$ cat src/rtl/fetch_controller.sv
`default_nettype none
// ============================================================================
// Module   : fetch_controller
// Purpose  : Instruction fetch sequencer: PC, IF/ID register, start/step/
//            stall/branch handling and halt-word drain.
// Revision : 1.0
// ============================================================================
module fetch_controller #(
    parameter int          DEPTH        = 2048,
    parameter logic [31:0] HALT_WORD    = 32'hFFFF_FFFF,
    parameter int          DRAIN_CYCLES = 4
) (
    input  logic        clk,
    input  logic        reset,
    input  logic        start,
    input  logic        step_mode,
    input  logic        step,
    input  logic        stall,
    input  logic        branch_taken,
    input  logic [31:0] branch_target,
    input  logic [31:0] mem_instruction,
    output logic [31:0] mem_addr,
    output logic [31:0] if_instruction,
    output logic [31:0] if_pc_next,
    output logic        if_valid,
    output logic        running,
    output logic        halted,
    output logic [31:0] fetch_count
);

    localparam int c_ADDR_W = $clog2(DEPTH);
    localparam int c_CNT_W  = $clog2(DRAIN_CYCLES + 1);

    typedef enum logic [2:0] {
        S_IDLE   = 3'd0,
        S_RUN    = 3'd1,
        S_STEP   = 3'd2,
        S_DRAIN  = 3'd3,
        S_HALTED = 3'd4
    } state_t;

    state_t                r_state;
    state_t                w_state_next;
    logic [c_ADDR_W-1:0]   r_pc;
    logic [c_ADDR_W-1:0]   w_pc_inc;
    logic [c_ADDR_W-1:0]   w_target;
    logic [31:0]           r_if_instruction;
    logic [c_ADDR_W-1:0]   r_if_pc_next;
    logic                  r_if_valid;
    logic [31:0]           r_fetch_count;
    logic [c_CNT_W-1:0]    r_drain_cnt;
    logic                  r_step_mode;
    logic                  w_fetch_en;
    logic                  w_is_halt;
    logic                  w_unused_target;

    assign w_pc_inc        = r_pc + c_ADDR_W'(1);
    assign w_target        = branch_target[c_ADDR_W-1:0];
    assign w_unused_target = &{1'b0, branch_target[31:c_ADDR_W]};
    assign w_is_halt       = (mem_instruction == HALT_WORD);

    assign mem_addr       = 32'(r_pc);
    assign if_instruction = r_if_instruction;
    assign if_pc_next     = 32'(r_if_pc_next);
    assign if_valid       = r_if_valid;
    assign fetch_count    = r_fetch_count;
    assign running        = (r_state == S_RUN) || (r_state == S_STEP) || (r_state == S_DRAIN);
    assign halted         = (r_state == S_HALTED);

    always_ff @(posedge clk or posedge reset) begin
        if (reset) begin
            r_state <= S_IDLE;
        end else begin
            r_state <= w_state_next;
        end
    end

    // Fetch enable already folds in branch > stall priority.
    always_comb begin
        w_state_next = r_state;
        w_fetch_en   = 1'b0;
        case (r_state)
            S_IDLE, S_HALTED: begin
                if (start) begin
                    w_state_next = step_mode ? S_STEP : S_RUN;
                end
            end
            S_RUN, S_STEP: begin
                w_fetch_en = ~branch_taken & ~stall & ((r_state == S_RUN) | step);
                if (w_fetch_en && w_is_halt) begin
                    w_state_next = S_DRAIN;
                end
            end
            S_DRAIN: begin
                if (branch_taken) begin
                    w_state_next = r_step_mode ? S_STEP : S_RUN;
                end else if (!stall && (r_drain_cnt == c_CNT_W'(1))) begin
                    w_state_next = S_HALTED;
                end
            end
            default: w_state_next = S_IDLE;
        endcase
    end

    always_ff @(posedge clk or posedge reset) begin
        if (reset) begin
            r_pc             <= '0;
            r_if_instruction <= '0;
            r_if_pc_next     <= '0;
            r_if_valid       <= 1'b0;
            r_fetch_count    <= '0;
            r_drain_cnt      <= '0;
            r_step_mode      <= 1'b0;
        end else begin
            case (r_state)
                S_IDLE, S_HALTED: begin
                    if (start) begin
                        r_pc          <= '0;
                        r_fetch_count <= '0;
                        r_if_valid    <= 1'b0;
                        r_drain_cnt   <= '0;
                        r_step_mode   <= step_mode;
                    end
                end
                S_RUN, S_STEP: begin
                    if (branch_taken) begin
                        r_pc       <= w_target;
                        r_if_valid <= 1'b0;
                    end else if (w_fetch_en) begin
                        if (w_is_halt) begin
                            // PC parks on the halt word; nothing is issued.
                            r_if_valid  <= 1'b0;
                            r_drain_cnt <= c_CNT_W'(DRAIN_CYCLES);
                        end else begin
                            r_if_instruction <= mem_instruction;
                            r_if_pc_next     <= w_pc_inc;
                            r_if_valid       <= 1'b1;
                            r_pc             <= w_pc_inc;
                            r_fetch_count    <= r_fetch_count + 32'd1;
                        end
                    end else if (!stall) begin
                        r_if_valid <= 1'b0;
                    end
                end
                S_DRAIN: begin
                    r_if_valid <= 1'b0;
                    if (branch_taken) begin
                        r_pc        <= w_target;
                        r_drain_cnt <= '0;
                    end else if (!stall) begin
                        r_drain_cnt <= r_drain_cnt - c_CNT_W'(1);
                    end
                end
                default: ;
            endcase
        end
    end

endmodule
`default_nettype wire

$ cat config.mk
export PLATFORM = sky130hd
export DESIGN_NAME = fetch_controller
export DESIGN_NICKNAME = d
export VERILOG_FILES = /design/src/rtl/fetch_controller.sv
export SDC_FILE = /design/constraint.sdc
export NUM_CORES = 1
export LEC_CHECK = 0
export ABC_AREA = 0
export BUFFER_PORTS_ARGS = -buffer_cell sky130_fd_sc_hd__buf_2
export CORE_MARGIN = 2
export CORE_UTILIZATION = 53
export DETAILED_ROUTE_END_ITERATION = 8
export PLACE_DENSITY = 0.88
export SLEW_MARGIN = 20
export SYNTH_ARGS = -nofsm -noshare
export SYNTH_HDL_FRONTEND = slang
export SYNTH_SLANG_ARGS = --single-unit
$ cat constraint.sdc
create_clock -name clk -period 5.6 [get_ports clk]
set_input_delay 1.12 -clock clk [delete_from_list [all_inputs] [get_ports clk]]
set_output_delay 1.12 -clock clk [all_outputs]
set_load 0.005 [all_outputs]
==> flow_metrics.tcl, run 1 <==
set metrics [dict create \
    slew_viol_final 0 \
    yosysMostFrequentCell "nand2_1" \
    dpl.hpwl_mm 9.44 \
    synth-seq-area-share 0.456 \
    numClockSinks 94 \
    diodes 0 \
    clk_latency_ps 370 \
    setup_viol_count_final 0 \
    syn_to_final_growth_pct 16.6 \
    r2r_start "r_state[0]$_DFFE_PP0P_" \
    synth_cell_types 61 \
    vias_per_cell 5.55 \
    die_h_um 103 \
    track_usage 0.236 \
    die-area_um2 10500 \
    cts_resized 0 \
    async_flop_share 1.00 \
    synth_area_leaders "dfrtp_1 46%, nand2_1 11%, buf_4 6.1%" \
    drive_above_1_share 0.260 \
    critPathRequiredTime_ps 5900 \
    portBuffers 138 \
    cts_max_level 3 \
    cp_max_fo 37 \
    swShare 0.335 \
    grt_max_degree 61 \
    crit_type "in2reg" \
    avgRoutedWirePerCell_um 15.0 \
    synth_area_um2 5160 \
    worst_pin_slew_ps 1020 \
    cp-start-kind "input pin" \
    clk_path_buf_depth 2 \
    placedCellCount 833 \
    max_cap_viol_count 0 \
    ys_seq_elements 94 \
    endpoint "fetch_count[17]$_DFFE_PP0P_" \
    fin_area_um2 6010 \
    layout_setup_ws_ps 2470 \
    power.density_nw_per_um2 340 \
    timing.rr.end "fetch_count[5]$_DFFE_PP0P_" \
    ant_nets 0 \
    status "finished, final reports clean" \
    total_power_mw 2.04 \
    r2r_cells 6 \
    hold_path.class "reg2reg" \
    wirelength_mm 12.7 \
    post_cts_buffers 0 \
    nets 786 \
    fin_crit_ps 3130 \
    cts_buffers 9 \
    cts_hold_buf 0 \
    p_int_mw 1.36 \
    ys.flop_type "dfrtp_1" \
    hold_viol_final 0 \
    yosys-top-cells-count "150 x nand2_1, 94 x dfrtp_1, 42 x buf_4" \
    fp-row-count 36 \
    max_slew_margin 0.318 \
    ir_worst_vdd_mv 0.156 \
    drc 0 \
    rrSetupSlack_ps 2720 \
    ios 202 \
    stdcell_count 849 \
    antenna_found_initial 0 \
    yosys.area.top_type "dfrtp_1" \
    hold_depth 2 \
    p_sw_uw 684 \
    n_fill_cell 847 \
    seq_area_um2 2350 \
    p_leak_nw 3.04 \
    grt_overflow 0 \
    grt_setup_unrepaired "no" \
    clkPwrFrac 0.246 \
    dpl_cell_area_um2 5790 \
    synth_top_area_share 0.456 \
    p_comb_frac 0.273 \
    core_area_um2 9590 \
    cp-startpoint "mem_instruction[31]" \
    path_clk_slew_ps 100 \
    synthCells 585 \
    fin_setup_tns_ps 0 \
    post-route-period-util 0.558 \
    worstPathArrival_ps 3430 \
    synth_edf_count 0 \
    max_freq_ghz 0.320 \
    dr.first_iter.drc_count 321 \
    cts_tree "yes" \
    synth_area_per_cell_um2 8.82 \
    routabilityCongestion 0.896 \
    grt_pass1_wl_mm 19.6 \
    cp-end-kind "register" \
    initial_core_util 0.538 \
    cts_root_buffer "clkbuf_8" \
    die_x_um 103 \
    yosys_warnings 0 \
    grt_pass1_vias 4094 \
    dp_slack_ps 2120 \
    vias 4711 \
    fin_skew_ps 12.3 \
    multi_input_area_um2 2480 \
    dr.pass1.iters 5 \
    power.share.sequential 0.481 \
]
==> placed cells by master, fill, tap and decap left out, drive strengths merged, types with 7 or more instances in the layout <==
cell type / synthesis / layout
nand2: 150 / 150
buf: 52 / 143
dfrtp: 94 / 94
conb: 1 / 42
a21oi: 36 / 36
o21ai: 31 / 31
nand4: 17 / 17
inv: 16 / 17
nor2: 16 / 16
nand3: 14 / 14
and3: 11 / 11
xnor2: 9 / 9
or3: 9 / 9
clkbuf: 17 / 9
a31o: 8 / 8
a211oi: 7 / 7
==> worst max-delay path, cell delays in order <==
cell and delay [ps]:
buf_2 100, nand4_1 190, nor4_4 610, a21o_2 610, buf_4 450, a22oi_1 150, mux2i_1 190
==> through the flow <==
step,utilization,hold WS (ps)
floorplan,-,459
global placement,0.603,452
detailed placement,0.603,457
CTS,0.627,480
global route,0.627,495
finish,0.627,475
==> final cells by class <==
type / instances / area share
Multi-Input combinational cell: 447 / 0.413
Inverter: 16 / 0.0104
Sequential cell: 94 / 0.391
Timing Repair Buffer: 143 / 0.121
Tap cell: 133 / 0.0277
Clock inverter: 7 / 0.0162
Clock buffer: 9 / 0.0206
==> flip-flops by register name, summed over array words and instances, names as in the netlist <==
name and flops:
fetch_count 32, if_instruction 32, r_if_pc_next 11, r_pc 11, r_drain_cnt 3, r_state 3
if_valid 1, r_step_mode 1
==> power groups by stage <==
stage / Combinational [mW] / Clock [mW] / Sequential (mW)
after floorplan: 0.312 / 0 / 0.986
after global placement: 0.539 / 0 / 0.986
after detailed placement: 0.563 / 0 / 0.991
after CTS: 0.563 / 0.511 / 0.981
after global routing: 0.629 / 0.540 / 1.01
final: 0.557 / 0.503 / 0.983
==> kinds of logic after synthesis <==
kind of cell,synth area share
simple gates,0.243
other cells,0.000727
compound gates,0.164
mux,0.0104
flops,0.456
buf+inv,0.0946
xor+xnor,0.0221
fa+ha+maj,0.00970
==> metal layers <==
| layer | share of wire | GRT usage | vias up |
|---|---|---|---|
| met2 | 0.49 | 0.389 | 221 |
| met5 | 0 | 0 | - |
| met1 | 0.42 | 0.314 | 2239 |
| met3 | 0.078 | 0.0373 | 24 |
| li1 | - | - | 2227 |
| met4 | 0.018 | 0.0944 | 0 |
==> worst min path at each step <==
stage | end | from
final | if_instruction[22]$_DFFE_PP0P_ | if_instruction[22]$_DFFE_PP0P_
after global routing | if_instruction[21]$_DFFE_PP0P_ | if_instruction[21]$_DFFE_PP0P_
after CTS | if_instruction[22]$_DFFE_PP0P_ | if_instruction[22]$_DFFE_PP0P_
after detailed placement | if_instruction[17]$_DFFE_PP0P_ | if_instruction[17]$_DFFE_PP0P_
after global placement | if_instruction[16]$_DFFE_PP0P_ | if_instruction[16]$_DFFE_PP0P_
after floorplan | r_step_mode$_DFFE_PP0P_ | r_step_mode$_DFFE_PP0P_
No activity file was read; power rests on OpenSTA's default activity.
==> run 2: changes to the inputs <==
--- a/config.mk
+++ b/config.mk
@@ -8,9 +8,9 @@
 export ABC_AREA = 0
 export BUFFER_PORTS_ARGS = -buffer_cell sky130_fd_sc_hd__buf_2
 export CORE_MARGIN = 2
-export CORE_UTILIZATION = 53
+export CORE_UTILIZATION = 49
 export DETAILED_ROUTE_END_ITERATION = 8
-export PLACE_DENSITY = 0.88
+export PLACE_DENSITY = 0.82
 export SLEW_MARGIN = 20
 export SYNTH_ARGS = -nofsm -noshare
 export SYNTH_HDL_FRONTEND = slang
==> constraint.sdc (replaced) <==
create_clock -name clk -period 2.9 [get_ports clk]
set_input_delay 0.58 -clock clk [delete_from_list [all_inputs] [get_ports clk]]
set_output_delay 0.58 -clock clk [all_outputs]
set_load 0.005 [all_outputs]
==> run 2 against run 1 <==
Sequential share of layout area fell by 0.51 points. Flip-flop and latch count stayed put. Worst setup slack lost 2200 ps. Combinational power up 96%. Critical path type is now reg2reg. Largest power group unchanged. Highest routed layer unchanged.
==> flow_metrics.tcl, run 2 (synthesis gave the netlist of run 1 again) <==
set metrics [dict create \
    status "finished, final reports clean" \
    avgRoutedWirePerCell_um 15.1 \
    power.density_nw_per_um2 639 \
    post-route-period-util 0.892 \
    numClockSinks 94 \
    critPathRequiredTime_ps 3200 \
    initial_core_util 0.502 \
    die_x_um 107 \
    wirelength_mm 13.0 \
    die_h_um 107 \
    core_area_um2 10300 \
    dp_slack_ps 267 \
    cpPeakStageDelay_ps 820 \
    clk_path_buf_depth 2 \
    nets 796 \
    r2r_cells 6 \
    critPathBufInv 1 \
    layout_setup_ws_ps 313 \
    cp-startpoint "r_state[1]$_DFFE_PP0P_" \
    p_sw_mw 1.32 \
    cpLargestDelayFamily "compound AO/OA/AOI/OAI gates" \
    cp-end-kind "register" \
    antenna_found_initial 0 \
    p_leak_nw 3.09 \
    slew_viol_final 0 \
    path_clk_slew_ps 100 \
    die-area_um2 11400 \
    portBuffers 138 \
    layout_commonest_cell "nand2_1" \
    grt_pass1_vias 4380 \
    dpl.hpwl_mm 9.72 \
    diodes 0 \
    fin_setup_tns_ps 0 \
    cts_tree "yes" \
    total_power_mw 3.89 \
    p_comb_frac 0.279 \
    clkPwrFrac 0.231 \
    path_cells "xor2_1, o2111ai_1, a21oi_2, buf_4, nand2_1, nand2_1" \
    fin_util 0.593 \
    crit_top_cell "nand2_1" \
    max_freq_ghz 0.386 \
    fin_crit_ps 2590 \
    final_cell_mix "150 x nand2_1, 138 x buf_2, 94 x dfrtp_1" \
    cp-start-kind "register" \
    fin_area_um2 6090 \
    vias 4754 \
    hold_path.class "in2async" \
    ios 202 \
    drive_above_1_share 0.270 \
    cp_max_fo 21 \
    drc 0 \
    dr.pass1.iters 5 \
    power.share.sequential 0.490 \
    max_cap_viol_count 0 \
    dpl_cell_area_um2 5880 \
    cts_root_buffer "clkbuf_8" \
    grt_overflow 0 \
    cts_resized 0 \
    track_usage 0.228 \
    setup_viol_count_final 0 \
    cts_buffers 9 \
    ant_nets 0 \
    cp_num_cells 6 \
    cts_max_level 3 \
    placedCellCount 846 \
    grt_setup_unrepaired "no" \
    r2r_start "r_state[1]$_DFFE_PP0P_" \
    stdcell_count 862 \
    routabilityCongestion 0.933 \
    clk_latency_ps 350 \
    hold_viol_final 0 \
    fin_skew_ps 12.8 \
    fp-row-count 37 \
    vias_per_cell 5.52 \
    syn_to_final_growth_pct 18.1 \
    worstPathArrival_ps 2890 \
    max_slew_margin 0.343 \
    cts_hold_buf 0 \
    holdWs_ps 309 \
    swShare 0.338 \
    worst_pin_slew_ps 986 \
    dr.first_iter.drc_count 373 \
    cp_slowest_cell "a21oi_2" \
    crit_type "reg2reg" \
    grt_max_degree 39 \
    ir_worst_vdd_mv 0.333 \
    p_int_mw 2.57 \
    post_cts_buffers 0 \
    n_fill_cell 953 \
    grt_pass1_wl_mm 20.8 \
]
-- run 2: power by group through the flow --
stage	clock network, mW	registers [mW]	logic, mW
5_1_grt	0.979	1.95	1.23
3_3_place_gp	0	1.91	1.05
3_5_place_dp	0	1.93	1.09
2_1_floorplan	0	1.90	0.603
4_1_cts	0.924	1.90	1.09
6_report	0.900	1.91	1.09
-- run 2: worst paths after layout --
| check | to | slack, ps |
|---|---|---|
| setup / recovery | if_instruction[7]$_DFFE_PP0P_ | 310 |
| hold / removal | fetch_count[12]$_DFFE_PP0P_ | 310 |
| setup reg to reg | if_instruction[7]$_DFFE_PP0P_ | 310 |
| hold reg to reg | if_instruction[12]$_DFFE_PP0P_ | 480 |
| max in group asynchronous | r_if_pc_next[10]$_DFFE_PP0P_ | 1820 |
| min in group clk | if_instruction[1]$_DFFE_PP0P_ | 430 |
-- run 2: layout make-up --
type / count / area (µm²) / area share
clock buffers: 10 / 138 / 0.0226
clock inverters: 6 / 70.1 / 0.0115
inverters: 16 / 63.8 / 0.0105
multi-input cells: 447 / 2480 / 0.407
flip-flops and latches: 94 / 2350 / 0.386
well taps: 136 / 170 / 0.0279
repair buffers: 153 / 816 / 0.134
-- run 2: layer usage --
metal | global-route usage | vias up | wire length [µm]
met3 | 0.0322 | 25 | 702
met2 | 0.385 | 181 | 6510
met4 | 0.0816 | 0 | 265
met1 | 0.301 | 2306 | 5510
li1 | - | 2242 | -
met5 | 0 | - | 0
==> run 3: changes to the inputs <==
==> constraint.sdc (replaced) <==
create_clock -name clk -period 2.9 [get_ports clk]
set_input_delay 0.29 -clock clk [delete_from_list [all_inputs] [get_ports clk]]
set_output_delay 0.29 -clock clk [all_outputs]
set_load 0.005 [all_outputs]
==> run 3 against run 2 <==
Clock power is 2.7% lower. Hold slack worse by 290 ps. Sequential share of layout area is 0.21 points higher. Largest power group unchanged. First-iteration DRC count is 8.8% lower. Combinational power hardly changed. Utilization is 0.32 points lower. Via count is 0.65% lower. Critical path depth is 1 lower. Clock skew is 3.6 ps lower.
==> flow_metrics.tcl, run 3 (synthesis gave the netlist of run 1 again) <==
set metrics [dict create \
    dpl.hpwl_mm 9.74 \
    die-area_um2 11400 \
    grt_overflow 0 \
    r2r_cells 5 \
    max_slew_margin 0.437 \
    cpPeakStageDelay_ps 620 \
    layout_commonest_cell "nand2_1" \
    rrSetupSlack_ps 520 \
    clk_latency_ps 360 \
    drc 0 \
    initial_core_util 0.502 \
    track_usage 0.229 \
    dr.pass1.iters 5 \
    post_cts_buffers 0 \
    slew_viol_final 0 \
    syn_to_final_growth_pct 17.5 \
    timing.rr.end "fetch_count[5]$_DFFE_PP0P_" \
    max_freq_ghz 0.421 \
    drive_above_1_share 0.269 \
    core_area_um2 10300 \
    portBuffers 138 \
    post-route-period-util 0.820 \
    numClockSinks 94 \
    grt_pass1_wl_mm 20.8 \
    worstPathArrival_ps 2670 \
    r2r_start "r_state[1]$_DFFE_PP0P_" \
    ios 202 \
    clkPwrFrac 0.226 \
    cp_max_fo 29 \
    ir_worst_vdd_mv 0.330 \
    endpoint "fetch_count[5]$_DFFE_PP0P_" \
    path_clk_slew_ps 100 \
    diodes 0 \
    routabilityCongestion 0.904 \
    p_int_mw 2.54 \
    wirelength_mm 13.2 \
    cp_num_cells 5 \
    grt_setup_unrepaired "no" \
    hold_path.class "in2async" \
    ant_nets 0 \
    max_cap_viol_count 0 \
    cts_hold_buf 0 \
    hold_viol_final 0 \
    cp-start-kind "register" \
    antenna_found_initial 0 \
    cts_resized 0 \
    vias_per_cell 5.49 \
    die_h_um 107 \
    cp_slowest_cell "dfrtp_1" \
    fp-row-count 37 \
    total_power_mw 3.87 \
    avgRoutedWirePerCell_um 15.3 \
    p_sw_mw 1.33 \
    swShare 0.343 \
    fin_crit_ps 2380 \
    die_x_um 107 \
    cpLargestDelayFamily "compound AO/OA/AOI/OAI gates" \
    setup_viol_count_final 0 \
    worst_pin_slew_ps 838 \
    path_cells "xor2_1, o2111ai_1, a21o_2, or4_1, a21oi_1" \
    cts_tree "yes" \
    status "finished, final reports clean" \
    fin_setup_tns_ps 0 \
    power.density_nw_per_um2 639 \
    final_cell_mix "150 x nand2_1, 138 x buf_2, 94 x dfrtp_1" \
    power.share.sequential 0.493 \
    cts_max_level 3 \
    dpl_cell_area_um2 5860 \
    nets 795 \
    crit_type "reg2reg" \
    fin_area_um2 6060 \
    p_comb_frac 0.281 \
    p_leak_nw 3.08 \
    fin_skew_ps 9.16 \
    grt_max_degree 52 \
    vias 4723 \
    critPathBufInv 0 \
    clk_path_buf_depth 2 \
    cp-startpoint "r_state[1]$_DFFE_PP0P_" \
    critPathRequiredTime_ps 3190 \
    cp-end-kind "register" \
    cts_root_buffer "clkbuf_8" \
    dr.first_iter.drc_count 340 \
    grt_pass1_vias 4237 \
    cts_buffers 9 \
]
==> run 3: metrics by stage <==
| stage | worst slack, ps | instances | hold WS (ps) | util |
|---|---|---|---|---|
| 2_1_floorplan | 161 | 626 | 395 | - |
| 3_5_place_dp | 502 | 845 | 430 | 0.570 |
| 3_3_place_gp | 542 | 845 | 427 | 0.570 |
| 4_1_cts | 527 | 861 | 34.7 | 0.589 |
| 5_1_grt | 393 | 861 | 52.3 | 0.589 |
| 6_report | 522 | 861 | 14.6 | 0.589 |
==> run 3: worst min path at each step <==
stage,from,slack [ps],to
after floorplan,mem_instruction[0],400,if_instruction[0]$_DFFE_PP0P_
after global placement,reset,430,r_if_pc_next[9]$_DFFE_PP0P_
after detailed placement,reset,430,r_if_pc_next[9]$_DFFE_PP0P_
after CTS,reset,30,fetch_count[4]$_DFFE_PP0P_
after global routing,reset,50,r_if_pc_next[0]$_DFFE_PP0P_
final,reset,10,r_if_pc_next[9]$_DFFE_PP0P_
==> run 3: routing by layer <==
metal  track usage  routed length (µm)  vias to the layer above  share of wire
li1              -                   -                     2239              -
met2         0.383                6500                      188           0.49
met1         0.306                5630                     2275           0.43
met3        0.0383                 844                       21          0.064
met5             0                   0                        -              0
met4        0.0761                 188                        0          0.014
==> run 3: worst reg2reg max path, cell delays in order, from the launching register on <==
cell       delay (ps)
dfrtp_1           620
xor2_1            230
o2111ai_1         300
a21o_2            480
or4_1             530
a21oi_1           150
==> run 3: final cells by class <==
type / instances / area, µm²
Fill cell: 909 / 4220
Clock buffer: 9 / 124
Sequential cell: 94 / 2350
Tap cell: 136 / 170
Clock inverter: 7 / 72.6
Multi-Input combinational cell: 447 / 2480
Timing Repair Buffer: 152 / 796
Inverter: 16 / 62.6
==> run 3: power groups by stage <==
stage | clock network [mW] | logic, mW | registers (mW)
finish | 0.876 | 1.09 | 1.91
global route | 0.955 | 1.22 | 1.96
CTS | 0.896 | 1.10 | 1.90
floorplan | 0 | 0.602 | 1.90
detailed placement | 0 | 1.10 | 1.93
global placement | 0 | 1.06 | 1.91
